===== config.mk =====
export PLATFORM = sky130hd
export DESIGN_NAME = afifo_push_arbiter_flat
export DESIGN_NICKNAME = d
export VERILOG_FILES = /design/src/rtl/afifo_push_arbiter_pkg.sv /design/src/rtl/afifo_push_arbiter_if.sv /design/src/rtl/afifo_push_arbiter_rr_pick.sv /design/src/rtl/afifo_push_arbiter.sv /design/src/flat_wrapper.sv
export SDC_FILE = /design/constraint.sdc
export NUM_CORES = 1
export LEC_CHECK = 0
export ABC_AREA = 1
export BUFFER_PORTS_ARGS = -buffer_cell sky130_fd_sc_hd__buf_2
export CAP_MARGIN = 5
export CORE_MARGIN = 1.5
export CORE_UTILIZATION = 46
export DETAILED_ROUTE_END_ITERATION = 6
export PLACE_DENSITY_LB_ADDON = 0.05
export SLEW_MARGIN = 20
export SYNTH_ARGS = -nofsm -noshare
export SYNTH_HDL_FRONTEND = slang
export SYNTH_SLANG_ARGS = --single-unit
export TNS_END_PERCENT = 30

===== constraint.sdc =====
create_clock -name Wclk -period 1.6 [get_ports Wclk]
set_input_delay 0.48 -clock Wclk [delete_from_list [all_inputs] [get_ports Wclk]]
set_output_delay 0.48 -clock Wclk [all_outputs]
set_load 0.05 [all_outputs]

===== src/rtl/afifo_push_arbiter_pkg.sv =====
// Shared definitions for the async FIFO push/pop arbiters: arbiter states,
// index-width helper and the round-robin pick used by rr_pick.
package afifo_pkg;

    typedef enum logic {
        IDLE = 1'b0,
        OWN  = 1'b1
    } arbState_e;

    localparam int MaxReq = 16;

    function automatic int idWidth(input int numReq);
        return (numReq < 2) ? 1 : $clog2(numReq);
    endfunction

    // Returns {valid, index}; scans last+1, last+2, ... and reaches last itself at the end.
    function automatic logic [4:0] rrPick(input logic [MaxReq-1:0] req,
                                          input logic [3:0]        last,
                                          input int                numReq);
        logic [4:0] result;
        int         idx;
        result = '0;
        for (int k = numReq; k >= 1; k--) begin
            idx = (int'(last) + k) % numReq;
            if (req[idx]) begin
                result = {1'b1, 4'(idx)};
            end
        end
        return result;
    endfunction

endpackage


===== src/rtl/afifo_push_arbiter_if.sv =====
// Requester/FIFO-facing bundle of the push arbiter; the arbiter uses the
// slave modport, the requesters plus FIFO side use master.
interface afifo_push_arbiter_if #(
    parameter int DataSize = 3,
    parameter int NumReq   = 4,
    parameter int IdWidth  = 2
);
    logic [NumReq-1:0]          Req;
    logic [NumReq*DataSize-1:0] ReqData;
    logic [NumReq-1:0]          Ack;
    logic                       full;
    logic                       Push;
    logic [DataSize-1:0]        DataIn;
    logic [NumReq-1:0]          Grant;
    logic [IdWidth-1:0]         OwnerId;
    logic                       Busy;

    modport master (
        output Req, ReqData, full,
        input  Ack, Push, DataIn, Grant, OwnerId, Busy
    );

    modport slave (
        input  Req, ReqData, full,
        output Ack, Push, DataIn, Grant, OwnerId, Busy
    );
endinterface


===== src/rtl/afifo_push_arbiter_rr_pick.sv =====
// Purely combinational round-robin priority rotate; shared by the push and
// pop arbiters.
module rr_pick
    import afifo_pkg::*;
#(
    parameter int NumReq  = 4,
    parameter int IdWidth = idWidth(NumReq)
) (
    input  logic [NumReq-1:0]  i_req,
    input  logic [IdWidth-1:0] i_last,
    output logic [IdWidth-1:0] o_idx,
    output logic               o_valid
);
    logic [4:0] w_pick;

    assign w_pick  = rrPick(MaxReq'(i_req), 4'(i_last), NumReq);
    assign o_valid = w_pick[4];
    assign o_idx   = IdWidth'(w_pick[3:0]);
endmodule


===== src/rtl/afifo_push_arbiter.sv =====
// Round-robin arbiter sharing the async FIFO write port among NumReq
// write-domain requesters, holding each grant for bursts of up to MaxBurst beats.
module afifo_push_arbiter
    import afifo_pkg::*;
#(
    parameter int DataSize = 3,
    parameter int NumReq   = 4,
    parameter int MaxBurst = 4
) (
    input  logic          Wclk,
    input  logic          Wresetn,
    afifo_push_arbiter_if.slave bus
);
    localparam int IdWidth   = idWidth(NumReq);
    localparam int BeatWidth = $clog2(MaxBurst + 1);

    arbState_e            r_state;
    logic [IdWidth-1:0]   r_owner;
    logic [IdWidth-1:0]   r_lastOwner;
    logic [BeatWidth-1:0] r_beat;
    logic [NumReq-1:0]    r_grant;
    logic [IdWidth-1:0]   r_ownerId;
    logic                 r_busy;

    logic                 w_own;
    logic                 w_ownReq;
    logic                 w_push;
    logic                 w_release;
    logic [NumReq-1:0]    w_pickReq;
    logic [IdWidth-1:0]   w_pickLast;
    logic [IdWidth-1:0]   w_pickIdx;
    logic                 w_pickValid;

    assign w_own     = (r_state == OWN);
    assign w_ownReq  = bus.Req[r_owner];
    assign w_push    = w_own & w_ownReq & ~bus.full;
    assign w_release = w_own & (~w_ownReq | (w_push & (r_beat == BeatWidth'(MaxBurst - 1))));

    // While owning, the departing owner is masked so a release only re-arbitrates to someone else.
    assign w_pickReq  = w_own ? (bus.Req & ~(NumReq'(1) << r_owner)) : bus.Req;
    assign w_pickLast = w_own ? r_owner : r_lastOwner;

    rr_pick #(
        .NumReq  (NumReq),
        .IdWidth (IdWidth)
    ) u_rrPick (
        .i_req   (w_pickReq),
        .i_last  (w_pickLast),
        .o_idx   (w_pickIdx),
        .o_valid (w_pickValid)
    );

    assign bus.Push    = w_push;
    assign bus.Ack     = w_push ? (NumReq'(1) << r_owner) : '0;
    assign bus.DataIn  = w_own ? bus.ReqData[int'(r_owner)*DataSize +: DataSize] : '0;
    assign bus.Grant   = r_grant;
    assign bus.OwnerId = r_ownerId;
    assign bus.Busy    = r_busy;

    always_ff @(posedge Wclk or negedge Wresetn) begin
        if (!Wresetn) begin
            r_state     <= IDLE;
            r_owner     <= '0;
            r_lastOwner <= IdWidth'(NumReq - 1);
            r_beat      <= '0;
            r_grant     <= '0;
            r_ownerId   <= '0;
            r_busy      <= 1'b0;
        end else begin
            case (r_state)
                IDLE: begin
                    if (w_pickValid) begin
                        r_state   <= OWN;
                        r_owner   <= w_pickIdx;
                        r_beat    <= '0;
                        r_grant   <= NumReq'(1) << w_pickIdx;
                        r_ownerId <= w_pickIdx;
                        r_busy    <= 1'b1;
                    end
                end
                OWN: begin
                    if (w_release) begin
                        r_lastOwner <= r_owner;
                        if (w_pickValid) begin
                            r_owner   <= w_pickIdx;
                            r_beat    <= '0;
                            r_grant   <= NumReq'(1) << w_pickIdx;
                            r_ownerId <= w_pickIdx;
                        end else begin
                            r_state   <= IDLE;
                            r_beat    <= '0;
                            r_grant   <= '0;
                            r_ownerId <= '0;
                            r_busy    <= 1'b0;
                        end
                    end else if (w_push) begin
                        r_beat <= r_beat + BeatWidth'(1);
                    end
                end
                default: r_state <= IDLE;
            endcase
        end
    end
endmodule


===== src/flat_wrapper.sv =====
// flat-port wrapper written by rule: the top's interface ports become plain ports
module afifo_push_arbiter_flat import afifo_pkg::*;
#(
    parameter int DataSize = 3,
    parameter int NumReq   = 4,
    parameter int MaxBurst = 4
)
  (Wclk, Wresetn, bus_Req, bus_ReqData, bus_full, bus_Ack, bus_Push, bus_DataIn, bus_Grant, bus_OwnerId, bus_Busy);
  afifo_push_arbiter_if #(.DataSize(DataSize), .NumReq(NumReq), .IdWidth(2)) bus_i ();
  input  logic Wclk;
  input  logic Wresetn;
  input wire logic [$bits(bus_i.Req)-1:0] bus_Req;
  input wire logic [$bits(bus_i.ReqData)-1:0] bus_ReqData;
  input wire logic [$bits(bus_i.full)-1:0] bus_full;
  output wire logic [$bits(bus_i.Ack)-1:0] bus_Ack;
  output wire logic [$bits(bus_i.Push)-1:0] bus_Push;
  output wire logic [$bits(bus_i.DataIn)-1:0] bus_DataIn;
  output wire logic [$bits(bus_i.Grant)-1:0] bus_Grant;
  output wire logic [$bits(bus_i.OwnerId)-1:0] bus_OwnerId;
  output wire logic [$bits(bus_i.Busy)-1:0] bus_Busy;
  assign bus_i.Req = bus_Req;
  assign bus_i.ReqData = bus_ReqData;
  assign bus_i.full = bus_full;
  assign bus_Ack = bus_i.Ack;
  assign bus_Push = bus_i.Push;
  assign bus_DataIn = bus_i.DataIn;
  assign bus_Grant = bus_i.Grant;
  assign bus_OwnerId = bus_i.OwnerId;
  assign bus_Busy = bus_i.Busy;
  afifo_push_arbiter #(.DataSize(DataSize), .NumReq(NumReq), .MaxBurst(MaxBurst)) u_core (.Wclk(Wclk), .Wresetn(Wresetn), .bus(bus_i));
endmodule

# Word-level counts from Yosys, hierarchy flattened
# Cells that the tools add are included.
dict set report op_classes {
  n_addsub 5
  n_mul 1
  magnitude_cmp 5
  eq_ne 5
  shifts 3
  n_mux 44
  bitwise 14
  reduce_logical 8
}
# operator count
set op_table {}
lappend op_table {{variable part select 12 x 32 -> 3 bit} 1}
lappend op_table {{< comparator 3 x 6 -> 1 bit (second input constant)} 4}
lappend op_table {{2-to-1 mux 4 bit} 5}
lappend op_table {{2-to-1 mux 5 bit} 4}
lappend op_table {{2-to-1 mux 1 bit} 14}
lappend op_table {{binary-select mux 1 bit (select 3 bit)} 4}
lappend op_table {{2-to-1 mux 2 bit} 6}
lappend op_table {{2-to-1 mux 3 bit} 4}
lappend op_table {{case mux 2 bit (2 select lines)} 2}
lappend op_table {{case mux 4 bit (2 select lines)} 1}
lappend op_table {{OR reduction 2 bit} 4}
lappend op_table {{<< shifter 1 x 2 -> 4 bit (first input constant)} 2}
lappend op_table {{!= test 2 bit (second input constant)} 3}
lappend op_table {{case mux 3 bit (2 select lines)} 1}
lappend op_table {{AND reduction 2 bit} 3}
lappend op_table {{adder 2 x 1 -> 2 bit (second input constant)} 2}
lappend op_table {{adder 2 bit (second input constant)} 2}
lappend op_table {{bitwise AND 1 bit} 4}
lappend op_table {{bitwise AND 1 bit (first input constant)} 4}
lappend op_table {{bitwise AND 4 bit} 1}
lappend op_table {{multiplier 2 x 2 -> 4 bit (second input constant)} 1}
lappend op_table {{inverter 4 bit} 1}
lappend op_table {{case mux 1 bit (2 select lines)} 2}
lappend op_table {{adder 3 x 1 -> 3 bit (second input constant)} 1}
lappend op_table {{7 further kinds} 9}
dict set report totals {
  reg_bits 15
  inputBits 19
  output_inout_bits 15
  word_cells 92
}

# Longest topological paths before layout
dict set report depth {
  ltp_word 15
  ltp_mapped 15
  depth_no_buf 15
}

# Hierarchy
# From an unflattened synthesis, not the netlist that was laid out.
dict set report hier_totals {
  cells_unflattened 184
  hier_area_um2 1232.4
}
# mod instances cells_per_inst area_each_um2 seq_area_each_um2
set by_module_without_submodules {}
lappend by_module_without_submodules {afifo_push_arbiter 1 135 983.4 377.9}
lappend by_module_without_submodules {rr_pick 1 49 249.0 0.0}

# Worst setup path before layout
# No wires, ideal clock.
dict set report synth_timing {
  path_type {register to output}
  from {reg u_core.r_owner[1]}
  to {out bus_Ack[0]}
  arrival_time_ns 2.478
  required_time_ns 1.120
  slack_ns -1.358
  path_stages_with_launch 9
  n_path_buf 1
  cell_sequence {dfrtp_1 buf_4 nor2_1 nand2_1 nand4_2 nand2_1 nor2_4 inv_1 nor3_1}
}
dict set report synth_between {
  elab_chain_cells 5
  word_cells_on_any_way 6
  cone_classes {1 x shift; 3 x mux; 2 x bitwise}
}
# item line
set synth_lines {}
lappend synth_lines {{from (decl)} afifo_push_arbiter.sv:18} ;# logic [IdWidth-1:0] r_owner;
lappend synth_lines {{from (signal assigned)} afifo_push_arbiter.sv:74} ;# r_owner <= w_pickIdx;
lappend synth_lines {{from (signal assigned)} afifo_push_arbiter.sv:85} ;# r_owner <= w_pickIdx;
lappend synth_lines {{binary-select mux 1 bit (select 2 bit)} afifo_push_arbiter.sv:35} ;# assign w_ownReq = bus.Req[r_owner];
lappend synth_lines {{2-to-1 mux 1 bit (implied by the code)} afifo_push_arbiter.sv:35}
lappend synth_lines {{bitwise AND 1 bit (2 in series)} afifo_push_arbiter.sv:36} ;# assign w_push = w_own & w_ownReq & ~bus.full;
lappend synth_lines {{via bus_Push} flat_wrapper.sv:16} ;# output wire logic [$bits(bus_i.Push)-1:0] bus_Push;
lappend synth_lines {{2-to-1 mux 4 bit} afifo_push_arbiter.sv:54} ;# assign bus.Ack = w_push ? (NumReq'(1) << r_owner) : '0;
lappend synth_lines {{to (decl)} flat_wrapper.sv:15} ;# output wire logic [$bits(bus_i.Ack)-1:0] bus_Ack;
# The timed path passes the listed nets, and every way through them passes these cells. The select of a mux whose other input is x is not followed.

# Worst setup path after layout
dict set report layout_timing {
  from {reg u_core.r_owner[0]}
  to {out bus_Ack[1]}
}
dict set report layout_between {
  elab_chain_cells 5
  word_cells_on_any_way 6
  cone_classes {1 x shift; 3 x mux; 2 x bitwise}
}
# item line
set layout_lines {}
lappend layout_lines {{binary-select mux 1 bit (select 2 bit)} afifo_push_arbiter.sv:35}
lappend layout_lines {{2-to-1 mux 1 bit (implied by the code)} afifo_push_arbiter.sv:35}
lappend layout_lines {{bitwise AND 1 bit (2 in series)} afifo_push_arbiter.sv:36}
lappend layout_lines {{2-to-1 mux 4 bit (*)} afifo_push_arbiter.sv:54}
# Every way passes the cells marked *; elsewhere a longest branch is shown, timed or not. The select of a mux whose other input is x is not followed.

==> results.json <==
{
  "root_buffer": "clkbuf_4",
  "viasPerCell": 5.06,
  "tightestPinTransition_ps": 321,
  "maxCapViolCount": 0,
  "drt_iter0_drc": 14,
  "min_period_over_period_pct": 132,
  "num_antenna_cells": 0,
  "hold_class": "primary input to async pin",
  "final_max_slew_viol_count": 0,
  "synth_edf_count": 0,
  "io_buffers": 33,
  "cts-htree-levels": 1,
  "synth_fp_nets": 181,
  "critical_path_class": "flip-flop to output port",
  "final_core_util_pct": 79.5,
  "antenna_left": 0,
  "cp_max_fo": 5,
  "top_level_ports": 34,
  "ys.flop_type": "dfrtp_1",
  "place.gp.congestion": 0.855,
  "relSlewSlack_pct": 78.6,
  "fin_cells": 257,
  "die_w_um": 52.6,
  "syn_inst": 160,
  "async_flop_share_pct": 100,
  "cp.arrival_ps": 1630,
  "clk_pin_slew_worst_paths_ps": 80,
  "cts_sinks": 15,
  "syn_avg_cell_area_um2": 7.08,
  "drc": 0,
  "routed_wl_um": 3020,
  "firstDrtPassIters": 4,
  "grt_max_degree": 16,
  "num-nets-final": 251,
  "reg2regPathDepth": 15,
  "die_h_um": 52.6,
  "layout-drive-gt1-share_pct": 56.8,
  "violations": "negative setup slack",
  "rows": 17,
  "timing.rr.end": "u_core.r_owner[0]",
  "synth_seq_cells": 15,
  "status": "finished, violations left",
  "post-place-cells": 245,
  "hold_buffers": 0,
  "cp-end-kind": "output port",
  "clk_latency_ps": 270,
  "yosysUniqueCellTypes": 28,
  "core_area_mm2": 0.00228,
  "syn_area_mm2": 0.00113,
  "grt_setup_unrepaired": "yes",
  "required_ps": 1120,
  "reg2reg_slack_ps": -340,
  "fillCellCount": 159,
  "fin_area_mm2": 0.00181,
  "dieArea_mm2": 0.00277,
  "first_global_vias": 1208,
  "cts_buffer_depth": 2,
  "setup_viol": 20,
  "yosysWarnings": 0,
  "wl_per_cell_um": 11.7,
  "regToRegStartpoint": "u_core.r_owner[1]",
  "seq_area_frac_synth_pct": 33.3,
  "fin_worst_skew_ps": 1.37,
  "cp-startpoint": "u_core.r_owner[0]",
  "antenna_found_initial": 0,
  "initial_core_util_pct": 49.8,
  "placed_area_mm2": 0.00158,
  "dpl.hpwl_um": 2290,
  "min_period_ps": 2110,
  "fmax_mhz": 474,
  "grt_pass1_wl_um": 4800,
  "cts_buffers": 3,
  "hold_viol_final": 0,
  "area_delta_synth_final_pct": 59.6,
  "via_count": 1301,
  "overflow": 0,
  "worst_setup_path_start_kind": "flip-flop",
  "grt_usage_pct": 23.0,
  "cts_tree": "yes",
  "setup_slack_ps": -511
}
==> cells by family after synthesis <==
group	share of synthesized area, %
buffers and inverters	9.16
AO/OA/AOI/OAI	13.0
flip-flops	33.3
AND/OR/NAND/NOR	42.3
adder cells (fa/ha/maj)	2.21
==> sequential cells by signal (all words and copies together) (netlist names) <==
name                cells
u_core.bus.OwnerId      2
u_core.bus.Busy         1
u_core.r_state          1
u_core.r_owner          2
u_core.r_beat           3
u_core.r_lastOwner      2
u_core.bus.Grant        4
==> critical path, stage by stage, from the launching register on <==
cell and delay (ps):
dfrtp_2 480, nor2_4 130, nand2_1 90, nand4_4 110
nand2_2 60, nor2_4 120, inv_4 70, nor3_4 110
buf_6 180
==> cell type report <==
type                    count  area [um2]  area share, %
multi-input cells         123         793           43.8
well taps                  28        35.0           1.94
clock buffers               4        26.3           1.45
inverters                  19        81.3           4.50
repair buffers             68         493           27.2
flip-flops and latches     15         380           21.0
==> worst max path at each step <==
stage,slack (ps),depth (start not counted),endpoint
3_3_place_gp,-390,9,bus_Ack[1]
6_report,-510,8,bus_Ack[1]
5_1_grt,-590,8,bus_Ack[1]
3_5_place_dp,-460,9,bus_Ack[1]
2_1_floorplan,-710,8,bus_Ack[1]
4_1_cts,-540,9,bus_Ack[0]
==> repair_timing <==
item                       CTS  global route
pin swaps                    9             7
setup endpoints to repair   23            23
resized for setup           30            18
buffers inserted             8             3
==> placed cells by master, fill, tap and decap left out, drive strengths merged <==
cell / instances
nand4: 3
nor3: 3
dfrtp: 13
inv: 19
nand3: 11
a21oi: 3
o211ai: 1
dfstp: 2
o21bai: 2
o21ai: 9
nor2: 11
buf: 68
nand2: 69
ha: 2
o31ai: 1
o22ai: 1
a22oi: 6
clkbuf: 4
and2: 1
==> stage by stage <==
stage / hold WS (ps) / setup TNS (ps) / setup WS [ps]
finish: 85.2 / -6860 / -511
global route: 106 / -9300 / -595
CTS: 97.2 / -6960 / -537
detailed placement: 393 / -6200 / -465
global placement: 388 / -5020 / -394
floorplan: 184 / -4070 / -706
==> layer usage <==
layer | wire length (um) | GRT usage [%] | vias to the layer above
li1 | - | - | 658
met1 | 1270 | 27.0 | 608
met2 | 1620 | 45.0 | 29
met3 | 103 | 1.14 | 6
met4 | 30 | 5.13 | 0
met5 | 0 | 0 | -
==> synth_stat cells, drive strengths merged, types with 3 or more instances <==
library cell  number  area (um2)
buf                3        30.0
o21ai              9        45.0
nand2             69         309
dfrtp             13         325
inv               19        73.8
a21oi              3        15.0
nand3             11        60.1
nor3               3        15.0
a22oi              6        45.0
nand4              3        25.0
nor2              11        61.3
Power is not shown: default switching activity piles up to over one toggle a cycle in this logic, so the estimate is an artifact.
